===== config.mk =====
export PLATFORM = sky130hd
export DESIGN_NAME = mult_datapath
export DESIGN_NICKNAME = d
export VERILOG_FILES = /design/src/rtl/mult_datapath.sv
export SDC_FILE = /design/constraint.sdc
export NUM_CORES = 1
export LEC_CHECK = 0
export BUFFER_PORTS_ARGS = -buffer_cell sky130_fd_sc_hd__buf_4
export CAP_MARGIN = 20
export CORE_AREA = 2 2 62 47
export DETAILED_ROUTE_END_ITERATION = 6
export DIE_AREA = 0 0 64 49
export HOLD_SLACK_MARGIN = 0.15
export PLACE_DENSITY = 0.71
export SLEW_MARGIN = 10
export SYNTH_ARGS = -nofsm -noshare
export SYNTH_HDL_FRONTEND = slang
export SYNTH_SLANG_ARGS = --single-unit

===== constraint.sdc =====
create_clock -name Clk -period 5.6 [get_ports Clk]
set_input_delay 0.56 -clock Clk [delete_from_list [all_inputs] [get_ports Clk]]
set_output_delay 0.56 -clock Clk [all_outputs]
set_load 0.02 [all_outputs]

===== src/rtl/mult_datapath.sv =====
// rtl/mult_datapath.sv - register/arithmetic datapath of the signed shift-add multiplier
//
// Purpose: holds X (sign extension), A (accumulator / product high) and
// B (multiplier / product low). A single (WIDTH+1)-bit adder forms A+S or
// A-S. After a full control sequence {A,B} is the signed product and X its sign.
//
// Optional feature: define MULT_ZERO_FLAG_EN to add the registered Zero output.
//
// Ports:
//   Clk     in   1      clock, all state updates on posedge
//   Reset   in   1      synchronous active-high reset
//   Clr_Ld  in   1      A<=0, X<=0, B<=S
//   Shift   in   1      arithmetic right shift of {X,A,B}, X retained
//   Add     in   1      {X,A} <= sext(A) + sext(S)
//   Sub     in   1      {X,A} <= sext(A) - sext(S)
//   S       in   WIDTH  multiplicand / load value
//   Aval    out  WIDTH  A register
//   Bval    out  WIDTH  B register (control Bin operand)
//   X       out  1      sign-extension flip-flop
//   Zero    out  1      (MULT_ZERO_FLAG_EN only) registered all-zero flag

module mult_datapath #(
  parameter int WIDTH = 8
) (
  input  logic             Clk,
  input  logic             Reset,
  input  logic             Clr_Ld,
  input  logic             Shift,
  input  logic             Add,
  input  logic             Sub,
  input  logic [WIDTH-1:0] S,
  output logic [WIDTH-1:0] Aval,
  output logic [WIDTH-1:0] Bval,
  output logic             X
`ifdef MULT_ZERO_FLAG_EN
  ,
  output logic             Zero
`endif
);

  logic [WIDTH-1:0] r_a;
  logic [WIDTH-1:0] r_b;
  logic             r_x;

  logic [WIDTH-1:0] w_s_op;
  logic [WIDTH:0]   w_sum;
  logic [WIDTH-1:0] w_a_next;
  logic [WIDTH-1:0] w_b_next;
  logic             w_x_next;

  // One adder serves both operations: subtract inverts S and injects carry-in 1.
  // Sub is only the adder select when it is the winning operation, which is
  // exactly when it is used.
  assign w_s_op = Sub ? ~S : S;
  assign w_sum  = {r_a[WIDTH-1], r_a} + {w_s_op[WIDTH-1], w_s_op}
                + {{WIDTH{1'b0}}, Sub};

  // Next-state selection in priority order Clr_Ld > Sub > Add > Shift.
  always_comb begin
    w_a_next = r_a;
    w_b_next = r_b;
    w_x_next = r_x;
    if (Clr_Ld) begin
      w_a_next = '0;
      w_b_next = S;
      w_x_next = 1'b0;
    end else if (Sub || Add) begin
      // Bit WIDTH of the sign-extended sum is the true sign even on A overflow.
      w_a_next = w_sum[WIDTH-1:0];
      w_x_next = w_sum[WIDTH];
    end else if (Shift) begin
      w_a_next = {r_x, r_a[WIDTH-1:1]};
      w_b_next = {r_a[0], r_b[WIDTH-1:1]};
    end
  end

  always_ff @(posedge Clk) begin
    if (Reset) begin
      r_a <= '0;
      r_b <= '0;
      r_x <= 1'b0;
    end else begin
      r_a <= w_a_next;
      r_b <= w_b_next;
      r_x <= w_x_next;
    end
  end

  assign Aval = r_a;
  assign Bval = r_b;
  assign X    = r_x;

`ifdef MULT_ZERO_FLAG_EN
  logic r_zero;

  // Flag reflects the values the registers take at this same edge.
  always_ff @(posedge Clk) begin
    if (Reset) begin
      r_zero <= 1'b1;
    end else begin
      r_zero <= (w_a_next == '0) && (w_b_next == '0) && !w_x_next;
    end
  end

  assign Zero = r_zero;
`endif

endmodule

==> metrics.log <==
[metrics] outcome: complete, no violations
[metrics] Die Outline Area: 0.00314 mm²
[metrics] internal power: 0.000219 W
[metrics] number of routed nets with antenna violations: 0
[metrics] final number of hold-violating endpoints: 0
[metrics] cell with the most instances after synthesis: sky130_fd_sc_hd__dfxtp_1
[metrics] achievable clock frequency: 441 MHz
[metrics] worst min path class: input pin to register
[metrics] worst clock skew: 2.12 ps
[metrics] via count of the first global-routing pass: 1001
[metrics] filler instances: 240
[metrics] Synth Warn #: 0
[metrics] max capacitance violation total: 0
[metrics] arrival time worst endpoint: 2520 ps
[metrics] leading post-synthesis cells by instance count: sky130_fd_sc_hd__dfxtp_1, sky130_fd_sc_hd__nor2_1, sky130_fd_sc_hd__a211oi_1, sky130_fd_sc_hd__mux2i_1, sky130_fd_sc_hd__xor2_1
[metrics] part of the power in registers: 0.411
[metrics] Final #Nets: 183
[metrics] setup repair bufs after CTS: 0
[metrics] setup_tns: 0 ps
[metrics] unrepaired setup endpoints after global routing: no
[metrics] biggest cell delay along the critical path: 440 ps
[metrics] Synth async-reset ratio: 0
[metrics] chip width: 64 µm
[metrics] most area-hungry cell type in the Yosys netlist: sky130_fd_sc_hd__dfxtp_1
[metrics] cell leakage power: 0.684 nW
[metrics] switching power: 0.000125 W
[metrics] number of antenna violations at the first check in global routing: 0
[metrics] library cells used by synthesis: 42
[metrics] Clock Power Share: 0.205
[metrics] Sw Ratio: 0.363
[metrics] weighted congestion reported at the end of routability-driven placement: 0.769
[metrics] largest cells by area after synthesis: sky130_fd_sc_hd__dfxtp_1, sky130_fd_sc_hd__mux2i_1, sky130_fd_sc_hd__ha_1
[metrics] Synth top area share: 0.280
[metrics] wire length of the first global-routing pass: 4750 µm
[metrics] period utilisation layout: 0.405
[metrics] synthesized area: 0.00121 mm²
[metrics] syn_area_per_cell: 9.06 µm²
[metrics] slowest CP cell: sky130_fd_sc_hd__fa_1
[metrics] number of CTS-inserted buffers: 3
[metrics] slew of the pin with the lowest slew margin: 899 ps
[metrics] gate family responsible for the most delay along the worst path: simple AND/OR/NAND/NOR gates
[metrics] Peak supply drop: 0.000131 V
[metrics] nets in the synthesized netlist: 157
[metrics] top flip-flop cell by instance count after synthesis: sky130_fd_sc_hd__dfxtp_1
[metrics] share of synthesized area occupied by flip-flops and latches: 0.280
[metrics] worst endpoint required time: 5850 ps
[metrics] grt ovf: 0
[metrics] CTS clk-pin slew, worst paths: 100 ps
[metrics] DRC Markers: 0
[metrics] Placeable Area: 0.00258 mm²
[metrics] first drt pass iteration count: 4
[metrics] number of buffers and inverters on the critical path: 2
[metrics] Bufs on Longest Clock Path: 2
[metrics] quantity of gates resized following cts: 0
[metrics] Worst setup EP type: register
[metrics] pins over their slew limit: 0
[metrics] count of hold buffers inserted by post-cts repair: 0
[metrics] initial cell density of the core: 0.470
[metrics] Worst Path Max Fanout: 10
[metrics] PwrDens: 236 mW/mm²
[metrics] largest net degree at the start of global routing: 17
[metrics] number of design-rule violations left by the first detailed-router iteration: 57
[metrics] WL per Instance: 14.4 µm
[metrics] startpoint types: input pin
[metrics] number of top-level pins: 31
[metrics] Slew Limit Headroom: 0.398
[metrics] final number of setup-violating endpoints: 0
[metrics] number of vias after detailed routing: 1069
[metrics] number of antenna repair diodes: 0
[metrics] worst path cell trace: buf_4, xor2_1, inv_1, fa_1, nand3b_1, a21boi_0, o21ai_0, or4_1, nand3_1
[metrics] all-layer global routing usage: 0.196
[metrics] die height: 49 µm
[metrics] via-per-instance ratio: 5.48
[metrics] buffers added on ports: 30
[metrics] Clock Sinks: 17
[metrics] Post-synth EDFFs: 0
[metrics] H-tree Lvls: 1
[metrics] share of final-layout standard cells stronger than drive strength 1: 0.270
[metrics] Area Growth Syn to Fin: 20.1%
[metrics] final WL: 2820 µm
[metrics] Worst-Skew Late Latency: 300 ps
[metrics] #FFs+latches synth: 17
[metrics] Clk Tree Root Cell: sky130_fd_sc_hd__clkbuf_4
[metrics] count of standard-cell rows: 16
[metrics] CTS tree: built
[metrics] Setup CP Type: input pin to register
[metrics] synthesized netlist cell count: 134
[metrics] PnR Total Power: 0.000344 W
[metrics] DPL Wire Length: 2120 µm
[metrics] fin crit period: 2270 ps
[metrics] combinational share of power: 0.384
-- cell usage in the layout (no fill, tap or decap), types with 2 or more instances in the layout --
master / instances
sky130_fd_sc_hd__nand2_1: 7
sky130_fd_sc_hd__xor2_1: 10
sky130_fd_sc_hd__nor4_1: 2
sky130_fd_sc_hd__mux2_2: 4
sky130_fd_sc_hd__inv_1: 3
sky130_fd_sc_hd__dfxtp_1: 17
sky130_fd_sc_hd__nor2_1: 15
sky130_fd_sc_hd__nand3_1: 2
sky130_fd_sc_hd__o21ai_0: 4
sky130_fd_sc_hd__nor4b_1: 2
sky130_fd_sc_hd__clkbuf_4: 3
sky130_fd_sc_hd__mux2i_1: 11
sky130_fd_sc_hd__a21oi_1: 4
sky130_fd_sc_hd__a31oi_1: 2
sky130_fd_sc_hd__a211oi_1: 11
sky130_fd_sc_hd__buf_4: 30
sky130_fd_sc_hd__nor3_1: 2
sky130_fd_sc_hd__ha_1: 8
-- routing by layer --
metal / GRT usage / routed length [µm] / vias to the layer above
met5: 0 / 0 / -
met4: 0.0652 / 42 / 0
met3: 0.0508 / 99 / 4
met2: 0.304 / 1280 / 20
met1: 0.264 / 1400 / 502
li1: - / - / 543
-- worst paths after layout --
check	from	endpoint	slack, ps	cells after the start
max	Sub	Aval[6]	3330	9
min	Reset	Bval[4]	500	2
max reg2reg	Aval[0]	Aval[6]	3510	7
min reg2reg	Bval[4]	Bval[4]	520	2
-- metrics by stage --
stage / utilization / area (µm²) / instances / setup WS (ps) / hold slack (ps)
finish: 0.564 / 1460 / 195 / 3330 / 503
global route: 0.564 / 1460 / 195 / 3140 / 497
CTS: 0.564 / 1460 / 195 / 3350 / 488
detailed placement: 0.554 / 1430 / 191 / 3040 / 512
global placement: 0.554 / 1430 / 191 / 3100 / 492
floorplan: - / 1210 / 134 / 3250 / 571
-- kinds of logic after synthesis --
logic type,share of synthesized area
fa+ha+maj,0.0990
buf+inv,0.0526
simple gates,0.174
xor+xnor,0.0794
mux,0.139
compound gates,0.175
flops,0.280
-- power by group through the flow --
| stage | clock, W | combinational, W | sequential, W |
|---|---|---|---|
| 3_5_place_dp | 0 | 0.000131 | 0.000144 |
| 3_3_place_gp | 0 | 0.000127 | 0.000143 |
| 5_1_grt | 0.0000776 | 0.000146 | 0.000143 |
| 4_1_cts | 0.0000723 | 0.000132 | 0.000141 |
| 6_report | 0.0000705 | 0.000132 | 0.000141 |
| 2_1_floorplan | 0 | 0.0000820 | 0.000154 |
-- state kept, by name (all words and copies together) (netlist names) --
register,count
Bval,8
Aval,8
X,1
-- cell type report --
cell class | count | area, µm² | share of cell area
well taps | 36 | 45.0 | 0.0309
inverters | 3 | 11.3 | 0.00773
repair buffers | 30 | 225 | 0.155
clock buffers | 4 | 26.3 | 0.0180
multi-input cells | 105 | 810 | 0.555
flip-flops and latches | 17 | 340 | 0.233
No activity file was read; power rests on OpenSTA's default activity.
